File: config.mk
export PLATFORM = sky130hd
export DESIGN_NAME = spm_bcd_converter
export DESIGN_NICKNAME = d
export VERILOG_FILES = /design/src/rtl/spm_bcd_converter.sv
export SDC_FILE = /design/constraint.sdc
export NUM_CORES = 1
export LEC_CHECK = 0
export CELL_PAD_IN_SITES_DETAIL_PLACEMENT = 1
export CELL_PAD_IN_SITES_GLOBAL_PLACEMENT = 1
export CORE_UTILIZATION = 45
export CTS_BUF_LIST = sky130_fd_sc_hd__clkbuf_4
export CTS_CLUSTER_DIAMETER = 200
export DETAILED_ROUTE_END_ITERATION = 10
export GPL_ROUTABILITY_DRIVEN = 0
export PLACE_DENSITY = 0.88
export SETUP_SLACK_MARGIN = 0.2
export SLEW_MARGIN = 20
export SYNTH_ARGS = -nofsm -noshare
export SYNTH_HDL_FRONTEND = slang
export SYNTH_SLANG_ARGS = --single-unit
File: constraint.sdc
create_clock -name clk -period 3.8 [get_ports clk]
set_input_delay 0.57 -clock clk [delete_from_list [all_inputs] [get_ports clk]]
set_output_delay 0.57 -clock clk [all_outputs]
set_load 0.005 [all_outputs]
File: src/rtl/spm_bcd_converter.sv
// Sequential double-dabble converter: signed SPM product -> sign-magnitude packed BCD.
// Optional leading-zero blanking mask is built only when BCD_BLANK_EN is defined.
module spm_bcd_converter #(
  parameter int WIDTH  = 16,
  parameter int DIGITS = 5
) (
  input  logic                  clk,
  input  logic                  rst,
  input  logic                  start,
  input  logic [WIDTH-1:0]      prod,
  output logic [4*DIGITS-1:0]   bcd,
  output logic                  neg,
  output logic                  busy,
  output logic                  done,
  output logic [DIGITS-1:0]     blank
);

  localparam int CNT_W = (WIDTH > 1) ? $clog2(WIDTH) : 1;
  localparam logic [CNT_W-1:0] CNT_LAST = CNT_W'(WIDTH - 1);

  // Decimal digits needed for the largest magnitude, 2**(WIDTH-1).
  function automatic int dec_digits(input int w);
    longint v;
    int     n;
    v = longint'(1) << (w - 1);
    n = 0;
    for (int i = 0; i < 20; i++) begin
      if (v > 64'sd0) begin
        v = v / 64'sd10;
        n = n + 1;
      end else begin
        n = n;
      end
    end
    return n;
  endfunction

  if (DIGITS < dec_digits(WIDTH)) begin : g_digits_check
    $error("spm_bcd_converter: DIGITS too small for WIDTH");
  end

`ifdef BCD_BLANK_EN
  function automatic logic [DIGITS-1:0] blank_mask(input logic [4*DIGITS-1:0] v);
    logic              z;
    logic [DIGITS-1:0] m;
    z = 1'b1;
    m = '0;
    for (int i = DIGITS - 1; i >= 0; i--) begin
      z    = z & (v[4*i +: 4] == 4'd0);
      m[i] = z & (i != 0);
    end
    return m;
  endfunction
`endif

  typedef enum logic [1:0] {S_IDLE, S_CONVERT, S_DONE} state_t;

  state_t              state_q;
  logic [WIDTH-1:0]    mag_q;
  logic [4*DIGITS-1:0] scratch_q;
  logic                sign_q;
  logic [CNT_W-1:0]    cnt_q;
  logic [4*DIGITS-1:0] bcd_q;
  logic                neg_q;
  logic                busy_q;
  logic                done_q;
  logic [DIGITS-1:0]   blank_q;

  logic [4*DIGITS-1:0] adj_d;
  logic [4*DIGITS-1:0] scratch_d;
  logic [WIDTH-1:0]    mag_d;
  logic [WIDTH-1:0]    load_mag_d;
  logic [DIGITS-1:0]   blank_d;

  // One double-dabble iteration plus the magnitude of the incoming product.
  always_comb begin
    adj_d = scratch_q;
    for (int d = 0; d < DIGITS; d++) begin
      if (scratch_q[4*d +: 4] >= 4'd5) begin
        adj_d[4*d +: 4] = scratch_q[4*d +: 4] + 4'd3;
      end else begin
        adj_d[4*d +: 4] = scratch_q[4*d +: 4];
      end
    end
    scratch_d = {adj_d[4*DIGITS-2:0], mag_q[WIDTH-1]};
    mag_d     = {mag_q[WIDTH-2:0], 1'b0};
    // Two's-complement negate; the most negative value wraps to 2**(WIDTH-1) unsigned.
    if (prod[WIDTH-1]) begin
      load_mag_d = ~prod + {{(WIDTH-1){1'b0}}, 1'b1};
    end else begin
      load_mag_d = prod;
    end
`ifdef BCD_BLANK_EN
    blank_d = blank_mask(scratch_d);
`else
    blank_d = '0;
`endif
  end

  // Control FSM with registered result and status outputs.
  always_ff @(posedge clk) begin
    if (!rst) begin
      state_q   <= S_IDLE;
      mag_q     <= '0;
      scratch_q <= '0;
      sign_q    <= 1'b0;
      cnt_q     <= '0;
      bcd_q     <= '0;
      neg_q     <= 1'b0;
      busy_q    <= 1'b0;
      done_q    <= 1'b0;
      blank_q   <= '0;
    end else begin
      case (state_q)
        S_IDLE: begin
          done_q <= 1'b0;
          busy_q <= 1'b0;
          if (start) begin
            mag_q     <= load_mag_d;
            sign_q    <= prod[WIDTH-1];
            scratch_q <= '0;
            cnt_q     <= '0;
            busy_q    <= 1'b1;
            state_q   <= S_CONVERT;
          end else begin
            state_q <= S_IDLE;
          end
        end
        S_CONVERT: begin
          scratch_q <= scratch_d;
          mag_q     <= mag_d;
          cnt_q     <= cnt_q + CNT_W'(1);
          if (cnt_q == CNT_LAST) begin
            bcd_q   <= scratch_d;
            neg_q   <= sign_q;
            blank_q <= blank_d;
            busy_q  <= 1'b0;
            done_q  <= 1'b1;
            state_q <= S_DONE;
          end else begin
            state_q <= S_CONVERT;
          end
        end
        S_DONE: begin
          done_q  <= 1'b0;
          busy_q  <= 1'b0;
          state_q <= S_IDLE;
        end
        default: begin
          done_q  <= 1'b0;
          busy_q  <= 1'b0;
          state_q <= S_IDLE;
        end
      endcase
    end
  end

  assign bcd   = bcd_q;
  assign neg   = neg_q;
  assign busy  = busy_q;
  assign done  = done_q;
  assign blank = blank_q;

endmodule

Word level (Yosys, flattened, before mapping)
Index checks and enable logic that the tools add are counted.
W data, S select, Z words.
{"block": "totals", "output_inout_bits": 28, "ff_bits": 66, "in_bits": 19, "elab_cells": 50}
{"block": "classes", "bitwise": 1, "mux": 18, "reduce_logical": 6, "order_cmp": 5, "add_sub_neg": 7, "n_eq_ne": 4}
{"operator": "$pmux W20 S2", "count": 1}
{"operator": "$mux W16", "count": 2}
{"operator": "$pmux W16 S2", "count": 1}
{"operator": "$ge A4 B3 Y1 const B", "count": 5}
{"operator": "$mux W20", "count": 1}
{"operator": "$mux W4", "count": 5}
{"operator": "$add A16 B1 Y16 const B", "count": 1}
{"operator": "$add A4 B2 Y4 const B", "count": 4}
{"operator": "$not A16 Y16", "count": 1}
{"operator": "$pmux W4 S2", "count": 1}
{"operator": "$reduce_and A2 Y1", "count": 4}
{"operator": "$add A4 B1 Y4 const B", "count": 1}
{"operator": "$eq A4 B4 Y1 const B", "count": 1}
{"operator": "$ne A2 B2 Y1 const B", "count": 2}
{"operator": "$pmux W2 S2", "count": 1}
{"operator": "$add A3 B2 Y3 const B", "count": 1}
{"operator": "$mux W1", "count": 3}
{"operator": "$mux W3", "count": 1}
{"operator": "$eq A2 B1 Y1 const B", "count": 1}
{"operator": "$logic_not A2 Y1", "count": 1}
{"operator": "$mux W2", "count": 1}
{"operator": "$pmux W1 S2", "count": 1}
{"operator": "$reduce_bool A2 Y1", "count": 1}

Depth between registers and ports, before layout
{"block": "logic_depth", "depth_word": 5, "mapped_depth": 7, "mapped_depth_nobuf": 6}

Least setup slack after synthesis
OpenSTA, ideal clock, no wires.
{"block": "synth_path", "path_type": "input to register", "start": "in prod[4]", "end": "reg mag_q[8]", "arrival_time_ns": 1.490, "stages": 5, "setup_time_ns": 0.133, "path_buffers": 0, "path_slack_ns": 2.177, "required_ns": 3.667, "path_cell_list": "nor4_4 -> nand2_1 -> o31ai_1 -> xor2_1 -> o22ai_1"}
{"block": "synth_between", "elab_chain_cells": 5}
{"item": "from (decl)", "line": "10", "rtl": "input logic [WIDTH-1:0] prod,"}
{"item": "$not A16 Y16", "line": "89", "rtl": "load_mag_d = ~prod + {{(WIDTH-1){1'b0}}, 1'b1};"}
{"item": "$add A16 B1 Y16", "line": "89"}
{"item": "$mux W16", "line": "88", "rtl": "if (prod[WIDTH-1]) begin"}
{"item": "$mux W16", "line": "118", "rtl": "if (start) begin"}
{"item": "$pmux W16 S2", "line": "114", "rtl": "case (state_q)"}
{"item": "to (signal assigned)", "line": "119", "rtl": "mag_q <= load_mag_d;"}
{"item": "to (signal assigned)", "line": "131", "rtl": "mag_q <= mag_d;"}
{"item": "to (decl)", "line": "59", "rtl": "logic [WIDTH-1:0] mag_q;"}
Every way passes these cells. The select of a mux whose other input is x is not followed.
A chain may end at the register's enable or synchronous reset.

Worst setup path after layout
{"block": "layout_path", "start": "in start", "end": "reg scratch_q[11]"}
{"block": "layout_between", "elab_chain_cells": 2}
{"item": "from (decl)", "line": "9", "rtl": "input logic start,"}
{"item": "$ne A2 B2 Y1 (no source line)"}
{"item": "$reduce_and A2 Y1 (no source line)"}
{"item": "to (signal assigned)", "line": "130", "rtl": "scratch_q <= scratch_d;"}
{"item": "to (decl)", "line": "60", "rtl": "logic [4*DIGITS-1:0] scratch_q;"}
Every way passes these cells.

==> results by group <==
Yosys
  • Cell taking the most area after synthesis: dfxtp_1
  • Post-Synthesis Cells: 357
  • Post-Syn Area: 3090 sq um
  • Syn avg cell area: 8.66 sq um
  • Count leader, synth: dfxtp_1
  • FF+latch count, synth: 66
  • Yosys warns: 0
  • Ys flop type: dfxtp_1
  • Synth cell count leaders: dfxtp_1, nand2_1, o21ai_0
  • Sequential area share after synthesis: 42.7%
  • Yosys top cell area share: 42.7%
  • Post-synth EDFFs: 0
  • Ranking of synthesized cells by area: dfxtp_1, o21ai_0, nand2_1, ha_1, o22ai_1
  • Unique cell type count in the Yosys netlist: 44
  • Fraction of synthesis flops using an asynchronous set or reset pin: 0%

Critical path
  • Worst EP required: 4.11 ns
  • Data arrival, critical path: 2.55 ns
  • CP Class: input pin to flip-flop
  • Critical-path cell list: clkdlybuf4s50_1 -> o21bai_2 -> inv_1 -> nor2_2 -> buf_4 -> o21ai_0 -> o21ai_0
  • Worst path slowest cell: o21bai_2
  • Critical Path Source Type: input pin
  • Most used cell, CP: o21ai_0
  • Bufs and invs on worst path: 3
  • Critical Path Max Stage Delay: 0.54 ns
  • Cell family with most CP delay: buffers and inverters
  • CP max FO: 20
  • CP endpoint kind: flip-flop

Detailed routing
  • Total routed wirelength: 7400 um
  • Initial DRT Pass Iterations: 7
  • Detailed Route Iter0 Violations: 75
  • Vias: 2668
  • Via density per instance: 5.63
  • Avg WL per Cell: 15.6 um
  • Antenna Nets Post-Route: 0
  • Remaining DRCs: 2

Timing
  • Slew Viols, Final: 0
  • Count of final setup violators: 0
  • Post-Route Setup TNS: 0 ns
  • RSZ-0062 raised after global routing: false
  • Worst-Margin Slew: 0.787 ns
  • Min Hold Slack: 0.466 ns
  • Final period utilization: 58.7%
  • Highest clock rate: 448 MHz
  • Clock Skew: 0.0136 ns
  • Min cycle time layout: 2.23 ns
  • Max_slew headroom: 47.4%
  • Fin. Hold Viols: 0

Power
  • Leakage: 0.00128 uW
  • Total power per unit cell area: 349 nW/um^2
  • Peak VDD IR: 211 uV

Clock tree
  • CTS tree: yes
  • TritonCTS buffer count: 9
  • Post-CTS Repair Setup Buffers: 0
  • Number of clock sinks: 66
  • Clock root buffer: clkbuf_4
  • Clock-pin slew on the worst setup and hold paths: 0.10 ns
  • Skew-Pair Late Insertion Delay: 0.40 ns
  • Post-cts repair resize count: 0
  • Longest Clk Path Bufs: 2
  • H-tree level count: 3
  • Cts hold-fix bufs: 0

Floorplan
  • Die H: 84.9 um
  • Core ar.: 6490 sq um
  • Die Wd: 84.9 um
  • I/O pins: 47
  • Die Area: 7210 sq um
  • Row Count: 29
  • Starting Density: 47.6%

Min path
  • Worst min path class: flip-flop to flip-flop

Layout
  • Ratio of cells with drive above 1 in the final layout: 8.06%
  • Nets: 425
  • Area Growth Syn to Fin: 17.4%
  • Diode count: 0
  • Finished Layout Cells: 474

GRT
  • GRT Total Usage: 22.1%
  • Largest net degree at the start of global routing: 29
  • Gr ovfl total: 0
  • Initial antenna violation count: 0
  • First-pass GRT wire length: 12600 um
  • Vias in the first global route: 2707

Placement
  • PortBufs: 41
  • Cell count after placement: 460
  • DP HPWL: 5510 um

Status
  • Violated checks: design-rule violations
  • Status: finished, violations left

Run
  • Max Cap Viol: 0
[cell type report]
| type | count | area [sq um] |
|---|---|---|
| Clock buffer | 9 | 67.6 |
| Fill cell | 773 | 2860 |
| Inverter | 15 | 56.3 |
| Clock inverter | 5 | 47.5 |
| Tap cell | 77 | 96.3 |
| Multi-Input combinational cell | 258 | 1610 |
| Timing Repair Buffer | 44 | 433 |
| Sequential cell | 66 | 1320 |
[metal layers]
layer	routed length (um)	track usage, %
met5	0	0
met4	79	6.47
met3	188	5.06
met2	3940	41.6
met1	3190	24.9
[logic make-up (layout without fill, tap and decap cells)]
family | count (synthesis) | after routing | share of synthesized area (%)
fa+ha+maj | 12 | 12 | 4.85
buf+inv | 37 | 73 | 5.70
compound gates | 101 | 101 | 20.4
other cells | 1 | 5 | 0.121
simple gates | 112 | 112 | 17.6
mux | 10 | 10 | 3.48
xor+xnor | 18 | 18 | 5.10
flops | 66 | 66 | 42.7
[where the power goes]
group / internal (uW) / total, uW / switching, uW
clock network: 187 / 419 / 231
registers: 711 / 724 / 13.8
logic: 51.6 / 124 / 72.1
[tightest hold or removal path, stage by stage, from the launching register on]
cell     delay (ns)
dfxtp_1        0.32
nand2_1        0.05
a21oi_1        0.05
[registers in the layout, indices dropped and copies added (netlist names)]
register	flops
bcd	20
busy	1
cnt_q	4
done	1
mag_q	16
neg	1
scratch_q	20
sign_q	1
state_q	2
[metrics by stage]
stage	total power (uW)	utilization [%]	area [sq um]	setup WS, ns
3_3_place_gp	858	54.2	3520	1.34
6_report	1270	55.9	3630	1.57
4_1_cts	1290	55.9	3630	1.57
5_1_grt	1330	55.9	3630	1.39
2_1_floorplan	816	-	3110	2.18
3_5_place_dp	864	54.2	3520	1.16
[path summary, 6_finish.rpt]
check                           startpoint             to  slack, ns  cells past startpoint
worst max-delay path                 start  scratch_q[11]       1.57                      7
worst min-delay path                sign_q         sign_q       0.47                      2
worst max register to register  state_q[0]         bcd[0]       1.73                      5
worst min register to register      sign_q         sign_q       0.47                      2
[cell usage in the layout, fill, tap and decap left out, types with 2 or more instances in the layout]
cell             count
conb_1               5
nor2b_1              3
nand2_1             45
a22o_1               2
o31ai_1              3
mux2i_1              4
nor2_1              26
a311oi_1             5
nand3_1              5
clkdlybuf4s50_1     41
xor2_1              12
clkinv_2             2
inv_1               14
a22oi_1             15
xnor2_1              6
mux2_2               6
nor3_1               8
nor3b_1              4
o21ai_0             37
a211oi_1             4
a21oi_1             11
dfxtp_1             66
buf_4                3
clkbuf_4             9
nand2b_1             7
o22ai_1             20
ha_1                12
clkinv_1             2
or3b_2               4
No activity file was read; power rests on OpenSTA's default activity.
==> variant 1: new RTL, config.mk and constraints unchanged <==
Reset style: asynchronous (`rst`), changed in one clocked block.
--- a/src/rtl/spm_bcd_converter.sv
+++ b/src/rtl/spm_bcd_converter.sv
@@ -98,7 +98,7 @@
   end
 
   // Control FSM with registered result and status outputs.
-  always_ff @(posedge clk) begin
+  always_ff @(posedge clk or negedge rst) begin
     if (!rst) begin
       state_q   <= S_IDLE;
       mag_q     <= '0;
Check against the original RTL: differs if rst is asserted again (counterexample within 4 cycles, from zero or initial values and one cycle with rst low); with rst held inactive, the same outputs for 10 cycles.
==> variant 1 against the unedited design <==
  * Utilization is 0.90 points lower
  * Final area is 9.9% higher
  * Die area is 9.1% higher
  * Wire length is 9.1% higher
  * Synthesized area is 9.3% higher
  * Hold slack worse by 0.24 ns
  * Cell count is 2.1% higher
  * Sequential cell count stayed put
  * First-iteration DRC count is 32% higher
  * Register-to-register slack better by 0.03 ns
  * Worst setup slack worse by 0.015 ns
  * Via count is 2.6% higher
Power is not compared: it rests on default switching activity, and its combinational part moved more than twofold at a synthesized area within 25%.
==> variant 1: results <==
[status]
outcome = completed

[clocking]
clk_pin_slew_ns = 0.12
clk_path_buf_depth = 2
cts_root_buf = clkbuf_4
htree_levels = 3
clock_latency_ns = 0.42
cts_resized = 0
cts_made_buffers = 9
postCtsSetupBuffers = 0

[placement]
placed_area_um2 = 3856
io_buffers = 41
hpwl_um = 5820

[sta]
finClkSkew_ns = 0.01354
slew_headroom_pct = 46.90

[synth]
netlist_top_cells_area = dfrtp_1 (49%), nand2_1 (4.6%), ha_1 (4.4%)
async_reset_ff_share_pct = 100.0
synth.distinct_cells = 47
yosysWarnings = 0
synth_common_cells = dfrtp_1 (66), nand2_1 (41), o21ai_1 (25), o21ai_0 (22), inv_1 (15)
synth_seq_area_share_pct = 48.83

[drt]
avgViaCountPerCell = 5.657
drtIter0Drc = 99
dr.pass1.iters = 4
wl_per_cell_um = 16.68

[min_path]
min-delay-path-class = in2async

[cells_and_area]
fin_nets = 411
drive_gt1_share_pct = 11.69
n_antenna_cell = 0

[power]
vdd_drop_max_mv = 0.1920
p_leak_nw = 1.722

[grt]
antenna_found_initial = 0
grt_max_degree = 36
grt_pass1_vias = 2880
track_usage_pct = 23.26
grt_pass1_wl_um = 13740

[job]
cap_violations = 0

[floorplanning]
num_rows = 31

[critical_path]
path_max_fanout = 10
crit_arrival_ns = 2.62
==> variant 1: per-stage QoR <==
step / hold slack, ns / setup WS (ns) / instances / utilization [%] / total power, W
floorplan: 0.2744 / 1.818 / 345 / - / 0.002053
global placement: 0.4534 / 1.206 / 468 / 53.17 / 0.002481
detailed placement: 0.4619 / 1.122 / 468 / 53.17 / 0.002602
CTS: 0.2332 / 1.572 / 484 / 54.99 / 0.003079
global route: 0.2600 / 1.463 / 484 / 55.03 / 0.003309
finish: 0.2241 / 1.553 / 484 / 55.03 / 0.003057
==> variant 1: layer usage <==
metal | share of wire, % | wire length [um] | track usage, %
met5 | 0 | 0 | 0
met4 | 1.8 | 146 | 8.504
met1 | 43 | 3433 | 27.04
met3 | 3.1 | 250 | 5.224
met2 | 53 | 4244 | 41.89
==> variant 1: logic make-up after synthesis <==
logic type | synth area share (%)
mux | 3.293
simple gates | 14.43
buf+inv | 5.179
compound gates | 19.57
flops | 48.83
fa+ha+maj | 4.439
other cells | 0.1109
xor+xnor | 4.143
==> variant 1: worst max-delay path, stage by stage <==
cell             delay (ns)
clkdlybuf4s50_1        0.46
or4_1                  0.78
nor4_2                 0.39
mux2_2                 0.36
nand2_1                0.05
==> variant 1: final cells by class <==
cell class	count	area, um^2
multi-input combinational	240	1577
tap	99	123.9
timing repair buffer	46	442.9
fill	833	3262
clock buffer	10	75.07
clock inverter	6	57.56
inverter	17	63.81
sequential	66	1652
==> variant 1: path summary, 6_finish.rpt <==
kind / cells after the start / slack, ns / startpoint / endpoint
setup reg to reg: 6 / 1.76 / state_q[0] / bcd[17]
max in group asynchronous: 2 / 2.63 / rst / scratch_q[8]
hold / removal: 1 / 0.22 / rst / bcd[1]
hold reg to reg: 2 / 0.49 / bcd[0] / bcd[0]
setup / recovery: 5 / 1.55 / prod[4] / mag_q[13]
min in group clk: 2 / 0.49 / bcd[0] / bcd[0]
==> variant 1: power by group <==
group | total [W] | leakage [nW] | internal [W] | switching (W)
Sequential | 0.00125 | 0.814 | 0.00102 | 0.000236
Combinational | 0.00134 | 0.832 | 0.000657 | 0.000679
Clock | 0.000468 | 0.0759 | 0.000204 | 0.000264
Total | 0.00306 | 1.72 | 0.00188 | 0.00118
==> variant 2: new RTL, config.mk and constraints unchanged <==
Made on the original files. Change the parameter `WIDTH` from 16 to 8.
--- a/src/rtl/spm_bcd_converter.sv
+++ b/src/rtl/spm_bcd_converter.sv
@@ -1,7 +1,7 @@
 // Sequential double-dabble converter: signed SPM product -> sign-magnitude packed BCD.
 // Optional leading-zero blanking mask is built only when BCD_BLANK_EN is defined.
 module spm_bcd_converter #(
-  parameter int WIDTH  = 16,
+  parameter int WIDTH  = 8,
   parameter int DIGITS = 5
 ) (
   input  logic                  clk,
Interface: changed (resized prod); port bits go from 47 to 39. The function was not compared with the original's and may differ.
==> variant 2 against the unedited design <==
  * Sequential share of layout area is 1.3 points higher
  * Total power fell by 19%
  * Utilization shrank 1.3 points
  * Wire length down 20%
  * Hold slack better by 0.0018 ns
  * Combinational power fell by 37%
  * Non-clock buffer count shrank 9
  * Synthesized area shrank 16%
  * Largest power group unchanged
  * Final area fell by 17%
  * Worst setup slack better by 0.27 ns
  * Sequential cell count fell by 9
  * Register-to-register slack better by 0.18 ns
==> variant 2: results <==
[status]
outcome = completed

[cells_and_area]
fin_nets = 343
final_cells = 393
num-fill-cells = 680

[power]
vdd_drop_max_mv = 0.1517
p_leak_nw = 1.098

[critical_path]
path_max_fanout = 30
ff2ff_setup_slack_ns = 1.91
r2r-start = cnt_q[0]
critPathCapture = mag_q[2]
crit_arrival_ns = 2.28
ff2ff_path_depth = 6
crit_start = rst
timing.rr.end = bcd[6]

[synth]
synth_cells = 288
synth_common_cells = dfxtp_1 (57), o21ai_0 (35), a21oi_1 (26), nand2_1 (20), inv_1 (15)
synth.distinct_cells = 45
synth-edff-count = 0
netlist_top_cells_area = dfxtp_1 (44%), o21ai_0 (6.8%), ha_1 (6.3%)

[drt]
drtIter0Drc = 85
avgViaCountPerCell = 5.534
drt-total-wl_um = 5917

[sta]
finClkSkew_ns = 0.008949
whs_ns = 0.4680
slew_headroom_pct = 56.81
fin_ws_ns = 1.840

[min_path]
whs_endpoint = mag_q[0]
hold_path_startpoint = mag_q[0]

[grt]
grt_max_degree = 31
grt_pass1_wl_um = 10380
track_usage_pct = 22.01
grt_pass1_vias = 2245

[placement]
placed_cells = 380
io_buffers = 33
hpwl_um = 4352
dp_slack_ns = 1.437

[clocking]
cts_resized = 0
clk_pin_slew_ns = 0.08
==> variant 2: logic make-up after synthesis <==
logic type / share of synthesized area [%]
AOI/OAI and AO/OA: 22.91
adders and majority gates: 6.271
and+or+nand+nor: 14.47
xor gates and xnor gates: 3.377
DFF: 43.99
other: 0.1446
muxes: 2.508
buffers and inverters: 6.319
==> variant 2: layer usage <==
| metal | global-route usage, % | routed length [um] | part of all wire (%) | up-vias |
|---|---|---|---|---|
| met1 | 25.80 | 2694 | 46 | 1035 |
| li1 | - | - | - | 1085 |
| met2 | 37.70 | 2838 | 48 | 46 |
| met3 | 6.588 | 261 | 4.4 | 9 |
| met4 | 8.333 | 122 | 2.1 | 0 |
| met5 | 0 | 0 | 0 | - |
==> variant 2: metrics by stage <==
step | cell area (um^2) | power [W]
floorplan | 2609 | 0.0006858
global placement | 2937 | 0.0007042
detailed placement | 2937 | 0.0007075
CTS | 3028 | 0.001043
global route | 3028 | 0.001083
finish | 3028 | 0.001028
==> variant 2: report_power, final <==
group | switching [W] | total [W] | leakage (nW) | internal, W
combinational | 0.0000451 | 0.0000779 | 0.581 | 0.0000328
clock | 0.000199 | 0.000335 | 0.0561 | 0.000136
sequential | 0.00000711 | 0.000615 | 0.461 | 0.000608
==> variant 2: final cells by class <==
type / instances / area [um^2] / share of cell area [%]
inverter: 15 / 56.30 / 1.860
tap: 72 / 90.09 / 2.975
clock buffer: 11 / 82.58 / 2.727
clock inverter: 2 / 8.758 / 0.2893
timing repair buffer: 35 / 345.3 / 11.40
multi-input combinational: 201 / 1304 / 43.06
sequential: 57 / 1141 / 37.69
==> variant 2: worst max-delay path, cell delays in order <==
cell	delay, ns
clkdlybuf4s50_1	0.65
buf_4	0.36
and2_1	0.43
a22oi_1	0.16
o21ai_0	0.09
